## src/rtl/jk_cmd_sequencer.sv

```systemverilog
// Command FIFO + two-state driver producing registered j/k for a downstream JK flip-flop,
// with a cycle-accurate model of its q. Define JK_SEQ_CHECK_EN to add the q_dut/mismatch checker.
module jk_cmd_sequencer #(
    parameter int DEPTH = 4,
    parameter int REP_W = 4
) (
    input  logic                     clk,
    input  logic                     rst,
    input  logic                     cmd_valid,
    output logic                     cmd_ready,
    input  logic [1:0]               cmd_op,
    input  logic [REP_W-1:0]         cmd_rep,
    output logic                     j,
    output logic                     k,
    output logic                     busy,
    output logic                     q_model,
    output logic [$clog2(DEPTH):0]   fifo_count
`ifdef JK_SEQ_CHECK_EN
    ,
    input  logic                     q_dut,
    output logic                     mismatch
`endif
);

    localparam int PTR_W = $clog2(DEPTH);
    localparam int CNT_W = PTR_W + 1;
    localparam int ENT_W = 2 + REP_W;
    localparam logic [CNT_W-1:0] FULL = CNT_W'(DEPTH);

    typedef enum logic {IDLE, DRIVE} state_t;

    state_t             state_q, state_d;
    logic [ENT_W-1:0]   mem_q [DEPTH];
    logic [ENT_W-1:0]   mem_d [DEPTH];
    logic [PTR_W-1:0]   wr_ptr_q, wr_ptr_d;
    logic [PTR_W-1:0]   rd_ptr_q, rd_ptr_d;
    logic [CNT_W-1:0]   count_q, count_d;
    logic [REP_W-1:0]   rep_q, rep_d;
    logic               j_q, j_d;
    logic               k_q, k_d;
    logic               busy_q, busy_d;
    logic               qm_q, qm_d;
    logic               push, pop;
    logic [ENT_W-1:0]   head;

    assign cmd_ready = (count_q != FULL);
    assign head      = mem_q[rd_ptr_q];

    always_comb begin
        state_d  = state_q;
        mem_d    = mem_q;
        wr_ptr_d = wr_ptr_q;
        rd_ptr_d = rd_ptr_q;
        rep_d    = rep_q;
        j_d      = j_q;
        k_d      = k_q;
        busy_d   = busy_q;
        pop      = 1'b0;
        push     = cmd_valid && cmd_ready;

        // A pop happens from IDLE, or on the last DRIVE cycle, whenever the queue holds an entry.
        unique case (state_q)
            IDLE: begin
                j_d    = 1'b0;
                k_d    = 1'b0;
                busy_d = 1'b0;
                if (count_q != '0) begin
                    pop = 1'b1;
                end
            end
            DRIVE: begin
                if (rep_q != '0) begin
                    rep_d = rep_q - REP_W'(1);
                end else if (count_q != '0) begin
                    pop = 1'b1;
                end else begin
                    state_d = IDLE;
                    j_d     = 1'b0;
                    k_d     = 1'b0;
                    busy_d  = 1'b0;
                end
            end
            default: state_d = IDLE;
        endcase

        if (pop) begin
            state_d  = DRIVE;
            j_d      = head[ENT_W-1];
            k_d      = head[ENT_W-2];
            rep_d    = head[REP_W-1:0];
            busy_d   = 1'b1;
            rd_ptr_d = rd_ptr_q + PTR_W'(1);
        end

        if (push) begin
            mem_d[wr_ptr_q] = {cmd_op, cmd_rep};
            wr_ptr_d        = wr_ptr_q + PTR_W'(1);
        end

        count_d = count_q + CNT_W'(push) - CNT_W'(pop);

        unique case ({j_q, k_q})
            2'b01:   qm_d = 1'b0;
            2'b10:   qm_d = 1'b1;
            2'b11:   qm_d = ~qm_q;
            default: qm_d = qm_q;
        endcase
    end

    always_ff @(posedge clk or negedge rst) begin
        if (!rst) begin
            state_q  <= IDLE;
            mem_q    <= '{default: '0};
            wr_ptr_q <= '0;
            rd_ptr_q <= '0;
            count_q  <= '0;
            rep_q    <= '0;
            j_q      <= 1'b0;
            k_q      <= 1'b0;
            busy_q   <= 1'b0;
            qm_q     <= 1'b0;
        end else begin
            state_q  <= state_d;
            mem_q    <= mem_d;
            wr_ptr_q <= wr_ptr_d;
            rd_ptr_q <= rd_ptr_d;
            count_q  <= count_d;
            rep_q    <= rep_d;
            j_q      <= j_d;
            k_q      <= k_d;
            busy_q   <= busy_d;
            qm_q     <= qm_d;
        end
    end

    assign j          = j_q;
    assign k          = k_q;
    assign busy       = busy_q;
    assign q_model    = qm_q;
    assign fifo_count = count_q;

`ifdef JK_SEQ_CHECK_EN
    // armed_q masks the compare during the first cycle after reset release.
    logic armed_q, armed_d;
    logic mismatch_q, mismatch_d;

    always_comb begin
        armed_d    = 1'b1;
        mismatch_d = mismatch_q | (armed_q & (q_dut != qm_q));
    end

    always_ff @(posedge clk or negedge rst) begin
        if (!rst) begin
            armed_q    <= 1'b0;
            mismatch_q <= 1'b0;
        end else begin
            armed_q    <= armed_d;
            mismatch_q <= mismatch_d;
        end
    end

    assign mismatch = mismatch_q;
`endif

endmodule
```

## config.mk

```make
export PLATFORM = sky130hd
export DESIGN_NAME = jk_cmd_sequencer
export DESIGN_NICKNAME = d
export VERILOG_FILES = /design/src/rtl/jk_cmd_sequencer.sv
export SDC_FILE = /design/constraint.sdc
export NUM_CORES = 1
export LEC_CHECK = 0
export CAP_MARGIN = 0
export CORE_UTILIZATION = 56
export CTS_BUF_LIST = sky130_fd_sc_hd__clkbuf_16
export DETAILED_ROUTE_END_ITERATION = 8
export PLACE_DENSITY = 0.87
export REMOVE_ABC_BUFFERS = 1
export SETUP_SLACK_MARGIN = 0.15
export SLEW_MARGIN = 20
export SYNTH_ARGS = -nofsm -noshare
export SYNTH_HDL_FRONTEND = slang
export SYNTH_SLANG_ARGS = --single-unit
```

## constraint.sdc

```tcl
create_clock -name clk -period 3.4 [get_ports clk]
set_input_delay 0.51 -clock clk [delete_from_list [all_inputs] [get_ports clk]]
set_output_delay 0.51 -clock clk [all_outputs]
set_load 0.02 [all_outputs]
```

## Yosys cells after proc, flatten, opt, wreduce, memory -nomap -nowiden

Index checks and enable logic that the tools add are counted.

- Input port bits: 9
- Bits in registers: 40
- Logic and storage cells: 62

- Mux-type cells: 22
- Reduce and logical (&&, ||, !) cells: 9
- Eq/ne operators: 6
- $lt $le $gt $ge: 3
- $add $sub $neg: 5
- Bitwise gates (word level): 4

Operators by type and width:

| operator | count |
|---|---|
| bitwise mux 24 bit | 1 |
| 2-to-1 mux 6 bit | 3 |
| binary-select mux 6 bit (select 2 bit) | 1 |
| demux 6 bit (select 2 bit) | 1 |
| 2-to-1 mux 4 bit | 3 |
| 2-to-1 mux 1 bit | 10 |
| != test 3 bit, second input constant | 3 |
| >= comparator 3 bit, second input constant | 2 |
| inverter 2 -> 3 bit | 2 |
| nonzero test 3 bit | 2 |
| adder 2 x 1 -> 2 bit, second input constant | 2 |
| == test 2 bit, second input constant | 2 |
| one-hot mux 1 bit (2 select lines) | 2 |
| AND reduction 2 bit | 2 |
| nonzero test 2 bit | 2 |
| nonzero test 4 bit | 1 |
| subtractor 4 x 1 -> 4 bit, second input constant | 1 |
| adder 3 x 1 -> 3 bit | 1 |
| < comparator 3 x 1 -> 1 bit, second input constant | 1 |
| one-hot mux 1 bit (3 select lines) | 1 |
| subtractor 3 x 1 -> 3 bit | 1 |
| == test 2 x 1 -> 1 bit, second input constant | 1 |
| logical AND 1 bit | 2 |
| inverter 1 bit | 2 |

## Depth between registers and ports, before layout

Gate-level depths: netlist (run 1).

- Depth after elaboration: 6
- Mapped depth: 10
- Depth with buffers taken out: 10

## Least setup slack after synthesis (run 1)

No wires, ideal clock.

- Kind: reg-to-reg
- From: reg rep_q[0]
- To: reg count_q[2] (netlist: fifo_count[2])
- Cell stages (with the launch flop): 11
- Library setup time: 0.133 ns
- Data arrival time: 2.254 ns
- Slack: 1.013 ns
- Data required time: 3.267 ns
- Cell sequence: dfrtp_1 -> inv_1 -> ha_1 -> or3b_1 -> a21boi_2 -> xor2_1 -> ha_1 -> inv_1 -> fa_1 -> xnor2_1 -> xnor2_1

- Longest elaborated chain between the ends: 4

Ends and longest elaborated chain:

| item | line | RTL |
|---|---|---|
| from (decl) | 38 | `logic [REP_W-1:0] rep_q, rep_d;` |
| from (signal assigned) | 128 | `rep_q <= rep_d;` |
| nonzero test 4 bit | 72 | `if (rep_q != '0) begin` |
| 2-to-1 mux 1 bit | 72 |  |
| one-hot mux 1 bit (2 select lines) | 62 | `unique case (state_q)` |
| subtractor 3 x 1 -> 3 bit | 100 | `count_d = count_q + CNT_W'(push) - CNT_W'(pop);` |
| named net count_d[2] | 37 | `logic [CNT_W-1:0] count_q, count_d;` |
| to (signal assigned) | 127 | `count_q <= count_d;` |
| to (decl) | 37 |  |

The timed path passes the listed nets, and every way through them passes these cells.
A chain may end at the register's enable or synchronous reset.

## Worst setup path in the final report (run 1)

Ends and elaborated chain as after synthesis.

==> run_results.csv, run 1 <==
group,metric,value,unit
status,outcome,"finished clean",
clocking,cts_buffer_depth,2,
yosys,synthTopCellsByArea,"dfrtp_1, mux2_2, mux4_2, ha_1, nand2_1",
timing,rsz0062_at_grt,"no",
setup_path,worstPathRequired,3.56,ns
clocking,clk_latency,0.28,ns
yosys,yosys.area.top_type,"dfrtp_1",
route,drt_iter0_drc,47,
clocking,cts_root_buf,"clkbuf_16",
route,post_drt_wl_per_cell,17.18,µm
placement,io_buffer_count,16,
timing,post-route-period-util,76.38,%
timing,max-slew-margin-rel,42.78,%
setup_path,crit_chain,"inv_1 -> ha_1 -> or3b_1 -> a21boi_2 -> xor2_1 -> ha_1 -> inv_1 -> fa_1 -> xnor2_1 -> xnor2_1",
timing,fmax,385.1,MHz
floorplan,io_pins,17,
floorplan,coreArea,0.003078,mm²
power_and_ir_drop,internal_power,1.550,mW
setup_path,arrival,2.76,ns
job,cap_viol_max_count,0,
timing,tns,0,ns
clocking,ctsHoldBuffers,0,
power_and_ir_drop,vdd_drop_max,0.4915,mV
yosys,yosysSeqAreaShare,54.57,%
layout,area_growth,19.85,%
power_and_ir_drop,power.share.sequential,39.6,%
clocking,postCtsSetupRepairBufs,0,
global_route,first_global_vias,1164,
layout,layout.nets,165,
global_route,grt_max_degree,41,
yosys,yosysWarnings,0,
yosys,synth-seq-cells,40,
route,vias_per_cell,5.694,
placement,place_congestion,0.8365,
clocking,cts_resized,0,
clocking,clkSinkCount,40,
clocking,cts_buffers,5,
route,final_antenna_net_count,0,
clocking,cts_tree,"done",
timing,min_period,2.597,ns
timing,skew,0.004201,ns
clocking,cts.clk_slew.worst_paths,0.06,ns
global_route,grt-ovfl-total,0,
layout,drive_gt1_share,28.19,%
power_and_ir_drop,powerDensity,1035,mW/mm²
power_and_ir_drop,switching_share,31.87,%
placement,dpl.hpwl,2.293,mm
yosys,avgSynthCellArea,14.33,µm²
setup_path,critical-path-max-stage-delay,0.43,ns
global_route,antenna_found_initial,0,
setup_path,critPathMaxFanout,6,
floorplan,die_w,59.23,µm
yosys,synth_area,0.001834,mm²
power_and_ir_drop,total_power,2.275,mW
worst_hold_path,hold_class,"input pin to async pin",
global_route,grt_pass1_wl,5.533,mm
layout,utilization,71.42,%
setup_path,crit_type,"flip-flop to flip-flop",
layout,insertedDiodeCount,0,
yosys,yosysTopAreaCellShare,54.57,%
timing,finalHoldViolCount,0,
power_and_ir_drop,p_clk_share,23.0,%
route,drc,0,
floorplan,die_height,59.23,µm
route,wl,3.316,mm
power_and_ir_drop,p_sw,725.0,µW
yosys,netlist_instances,128,
power_and_ir_drop,combPwrFrac,37.4,%
clocking,h-tree-depth,2,
floorplan,dieArea,0.003508,mm²
setup_path,cp_slowest_cell,"or3b_1",
timing,worst_pin_slew,0.8584,ns
timing,setup_viol,0,
floorplan,initial_utilization,59.59,%
route,vias,1099,
timing,maxSlewViolCount,0,
route,drt_pass1_iterations,4,
layout,nFillCells,213,
yosys,ys_types,25,
power_and_ir_drop,p_leak,0.9462,nW
global_route,groute.usage.overall,22.88,%
setup_path,start_kind,"flip-flop",
setup_path,critPathCaptureType,"flip-flop",
floorplan,rows,20,
stage by stage:
step	instance area (µm²)	hold WS (ns)	worst slack [ns]	cells
after CTS	2198	0.3645	0.8000	193
after floorplan	1821	0.2144	1.013	125
final	2198	0.3406	0.8032	193
after global routing	2198	0.4179	0.6402	193
after global placement	2031	0.4603	0.9587	185
after detailed placement	2031	0.4800	0.8396	185
path summary, 6_finish.rpt:
path / from / to / slack (ns) / cells after the start
max in group asynchronous: rst / rep_q[1]$_DFFE_PN0P_ / 2.52 / 1
max reg2reg: rep_q[0]$_DFFE_PN0P_ / fifo_count[2]$_DFF_PN0_ / 0.80 / 10
max: rep_q[0]$_DFFE_PN0P_ / fifo_count[2]$_DFF_PN0_ / 0.80 / 10
min reg2reg: q_model$_DFFE_PN0P_ / q_model$_DFFE_PN0P_ / 0.47 / 1
min: rst / fifo_count[2]$_DFF_PN0_ / 0.34 / 1
min in group clk: q_model$_DFFE_PN0P_ / q_model$_DFFE_PN0P_ / 0.47 / 1
final cells by class:
| cell class | instances | area, µm² | share of cell area [%] |
|---|---|---|---|
| clock buffer | 5 | 125.1 | 5.692 |
| clock inverter | 3 | 42.54 | 1.935 |
| inverter | 7 | 26.28 | 1.195 |
| multi-input combinational | 78 | 793.3 | 36.08 |
| sequential | 40 | 1001 | 45.53 |
| tap | 44 | 55.05 | 2.504 |
| timing repair buffer | 16 | 155.1 | 7.057 |
layout by cell type (no fill, tap or decap):
cell / Yosys / layout
a21boi_2: 2 / 2
a21o_4: 1 / 1
a221o_1: 1 / 1
a22o_1: 1 / 1
and2_1: 1 / 1
buf_2: 2 / 1
bufinv_16: 0 / 1
clkbuf_16: 0 / 5
clkdlybuf4s50_1: 0 / 15
clkinv_2: 0 / 1
clkinvlp_4: 0 / 1
dfrtp_1: 40 / 40
fa_1: 1 / 1
ha_1: 7 / 7
inv_1: 7 / 7
mux2_2: 24 / 24
mux2i_1: 3 / 3
mux4_2: 6 / 6
nand2_1: 10 / 10
nand3_1: 2 / 2
nor2_1: 2 / 2
nor3_1: 2 / 2
o21a_1: 3 / 3
o21ai_0: 2 / 2
o221a_1: 2 / 2
or3_1: 1 / 1
or3b_1: 1 / 1
xnor2_1: 4 / 4
xor2_1: 2 / 2
critical path, delay by kind of cell (launching register included):
family / cells / cell delay (ns)
AO/OA/AOI/OAI: 1 / 0.35
flip-flops: 1 / 0.38
adder cells (fa/ha/maj): 3 / 0.69
XOR/XNOR: 3 / 0.46
AND/OR/NAND/NOR: 1 / 0.43
buffers and inverters: 2 / 0.17
state kept, by name, summed over array words and instances, names as in the netlist:
signal and flops:
fifo_count 3, mem_q 24, q_model 1, busy 1
rd_ptr_q 2, j 1, state_q 1, k 1
rep_q 4, wr_ptr_q 2
Yosys cell counts, drive strengths merged:
cell and count:
o21a 3, xor2 2, buf 3, mux2i 3
a22o 1, a21o 1, or3b 1, mux2 24
dfrtp 40, o21ai 2, o221a 2, inv 7
or3 1, ha 7, xnor2 4, a21boi 2
nor3 2, nor2 2, nand2 10, a221o 1
mux4 6, nand3 2, and2 1, fa 1
power groups by stage:
stage                     Combinational, mW  Sequential (mW)  Clock (mW)
final                                 0.851            0.901       0.523
after global routing                  0.926            0.935       0.547
after global placement                0.796            0.889           0
after floorplan                       0.578            0.898           0
after detailed placement              0.851            0.908           0
after CTS                             0.862            0.905       0.532
layer usage:
metal | GRT usage, % | up-vias | wire (µm)
li1 | - | 500 | -
met5 | 0 | - | 0
met2 | 38.84 | 26 | 1751
met4 | 10.54 | 0 | 54
met1 | 26.91 | 565 | 1372
met3 | 6.332 | 8 | 137
cell families after synthesis:
logic type / Yosys count / share of synthesized area, %
multiplexers: 33 / 23.74
adder cells (fa/ha/maj): 8 / 5.866
AND/OR/NAND/NOR: 19 / 4.708
buffers and inverters: 10 / 2.183
flip-flops: 40 / 54.57
AO/OA/AOI/OAI: 12 / 6.071
XOR/XNOR: 6 / 2.865
Note: power is estimated with default switching activity, not from simulation.
==> inputs of run 2 (changes only) <==
- clock period: 3.4 -> 2.48 ns (I/O delays scaled with it)
==> run 2 against run 1 <==
Setup slack got worse by 0.65 ns; critical path depth did not move; fmax rose by 12%; routed wire length fell by 2.0%; first-iteration DRC count rose by 8.5%; clock power rose by 16%; clock-buffer cell count did not move; design area rose by 1.4%; sequential power rose by 37%; critical path type unchanged.
==> run_results.csv, run 2 (synthesis gave the netlist of run 1 again) <==
group,metric,value,unit
timing,fmax,429.9,MHz
timing,setup_viol,0,
timing,tns,0,ns
floorplan,dieArea,0.003508,mm²
placement,dpl.hpwl,2.238,mm
global_route,grt-ovfl-total,0,
placement,dp_slack,0.07042,ns
timing,holdWs,0.1988,ns
layout,layout.nets,172,
route,vias,1084,
route,drt_pass1_iterations,4,
route,wl,3.251,mm
worst_hold_path,hold_class,"input pin to async pin",
setup_path,critPathCaptureType,"flip-flop",
layout,final_cells,199,
global_route,antenna_found_initial,0,
floorplan,io_pins,17,
layout,largest_register_ffs,24,
timing,finalHoldViolCount,0,
placement,dp.cells,188,
setup_path,r2r_start,"rep_q[0]$_DFFE_PN0P_",
floorplan,rows,20,
timing,finalWorstSetupSlack,0.1541,ns
timing,skew,0.003201,ns
floorplan,initial_utilization,59.59,%
power_and_ir_drop,vdd_drop_max,0.6639,mV
clocking,clkSinkCount,40,
floorplan,die_w,59.23,µm
setup_path,critical-path-max-stage-delay,0.39,ns
clocking,cts_buffer_depth,2,
clocking,cts.clk_slew.worst_paths,0.06,ns
timing,min_period,2.326,ns
layout,area_growth,21.49,%
route,drc,0,
timing,post-route-period-util,93.79,%
route,post_drt_wl_per_cell,16.34,µm
power_and_ir_drop,powerDensity,1374,mW/mm²
global_route,grt_pass1_wl,5.423,mm
floorplan,die_height,59.23,µm
clocking,cts_buffers,5,
timing,max-slew-margin-rel,43.29,%
setup_path,reg2reg_setup_slack,0.15,ns
global_route,grt_max_degree,41,
layout,final_cell_mix,"dfrtp_1, mux2_2, clkdlybuf4s50_1, nand2_1, buf_4",
layout,drive_gt1_share,33.55,%
timing,worst_pin_slew,0.8507,ns
setup_path,crit_chain,"inv_2 -> ha_1 -> or3b_4 -> a21boi_2 -> xor2_1 -> ha_2 -> inv_1 -> fa_2 -> xnor2_1 -> xnor2_1",
placement,place_congestion,0.8965,
placement,io_buffer_count,16,
setup_path,critPathMaxFanout,4,
layout,fin_area,0.002228,mm²
timing,rsz0062_at_grt,"yes",
setup_path,arrival,2.53,ns
setup_path,crit_type,"flip-flop to flip-flop",
route,drt_iter0_drc,51,
layout,utilization,72.40,%
floorplan,coreArea,0.003078,mm²
global_route,groute.usage.overall,22.17,%
layout,regMostFlops,"mem_q",
setup_path,cp_num_buf_inv,2,
setup_path,worstPathRequired,2.68,ns
setup_path,start_kind,"flip-flop",
clocking,clk_latency,0.28,ns
setup_path,rr_worst_depth,10,
status,outcome,"finished clean",
layout,insertedDiodeCount,0,
setup_path,critPathTopFamily,"adder cells",
clocking,cts_tree,"done",
route,vias_per_cell,5.447,
job,cap_viol_max_count,0,
placement,placed_area,0.002053,mm²
global_route,first_global_vias,1178,
setup_path,rr_endpoint,"fifo_count[2]$_DFF_PN0_",
power_and_ir_drop,p_leak,0.9638,nW
power_and_ir_drop,total_power,3.061,mW
layout,layout.cells.most_common,"dfrtp_1",
setup_path,cpMostUsedCell,"xnor2_1",
clocking,h-tree-depth,2,
timing,maxSlewViolCount,0,
setup_path,cp_slowest_cell,"dfrtp_1",
clocking,cts_root_buf,"clkbuf_16",
clocking,ctsHoldBuffers,0,
route,final_antenna_net_count,0,
-- run 2: cell types whose count changed in the layout (fill, tap and decap cells not counted), sizes merged --
| cell | before | now |
|---|---|---|
| buf | 1 | 8 |
| bufinv | 1 | 0 |
-- run 2: worst max path at each step --
stage                               from                 endpoint  slack [ns]  cells after the start
floorplan           rep_q[0]$_DFFE_PN0P_  fifo_count[2]$_DFF_PN0_        0.09                     10
global placement    rep_q[0]$_DFFE_PN0P_  fifo_count[2]$_DFF_PN0_        0.17                     10
detailed placement  rep_q[0]$_DFFE_PN0P_  fifo_count[2]$_DFF_PN0_        0.07                     10
CTS                 rep_q[0]$_DFFE_PN0P_  fifo_count[2]$_DFF_PN0_        0.15                     10
global route        rep_q[0]$_DFFE_PN0P_  fifo_count[2]$_DFF_PN0_        0.02                     10
finish              rep_q[0]$_DFFE_PN0P_  fifo_count[2]$_DFF_PN0_        0.15                     10
-- run 2: layer usage --
layer  wire (µm)  GRT usage [%]
met4          31          7.823
met3         118          7.205
met5           0              0
met1        1427          25.41
met2        1674          38.68
-- run 2: final cells by class --
| class | count | area [µm²] |
|---|---|---|
| clock inverters | 2 | 12.51 |
| inverters | 7 | 26.28 |
| fillers | 198 | 849.6 |
| multi-input cells | 78 | 800.8 |
| repair buffers | 23 | 207.7 |
| well taps | 44 | 55.05 |
| clock buffers | 5 | 125.1 |
| flip-flops and latches | 40 | 1001 |
-- run 2: where the power goes --
| part | switching, mW | leakage [nW] | internal [mW] |
|---|---|---|---|
| Clock | 0.240 | 0.0657 | 0.364 |
| Sequential | 0.250 | 0.468 | 0.982 |
| Combinational | 0.500 | 0.430 | 0.725 |
-- run 2: what timing repair did --
item	4_1_cts	5_1_grt
endpoints found under the hold margin	0	0
endpoints found under the setup margin	1	1
pin swaps	1	5
resized for setup	2	2
gates cloned	0	0
buffers inserted	0	4
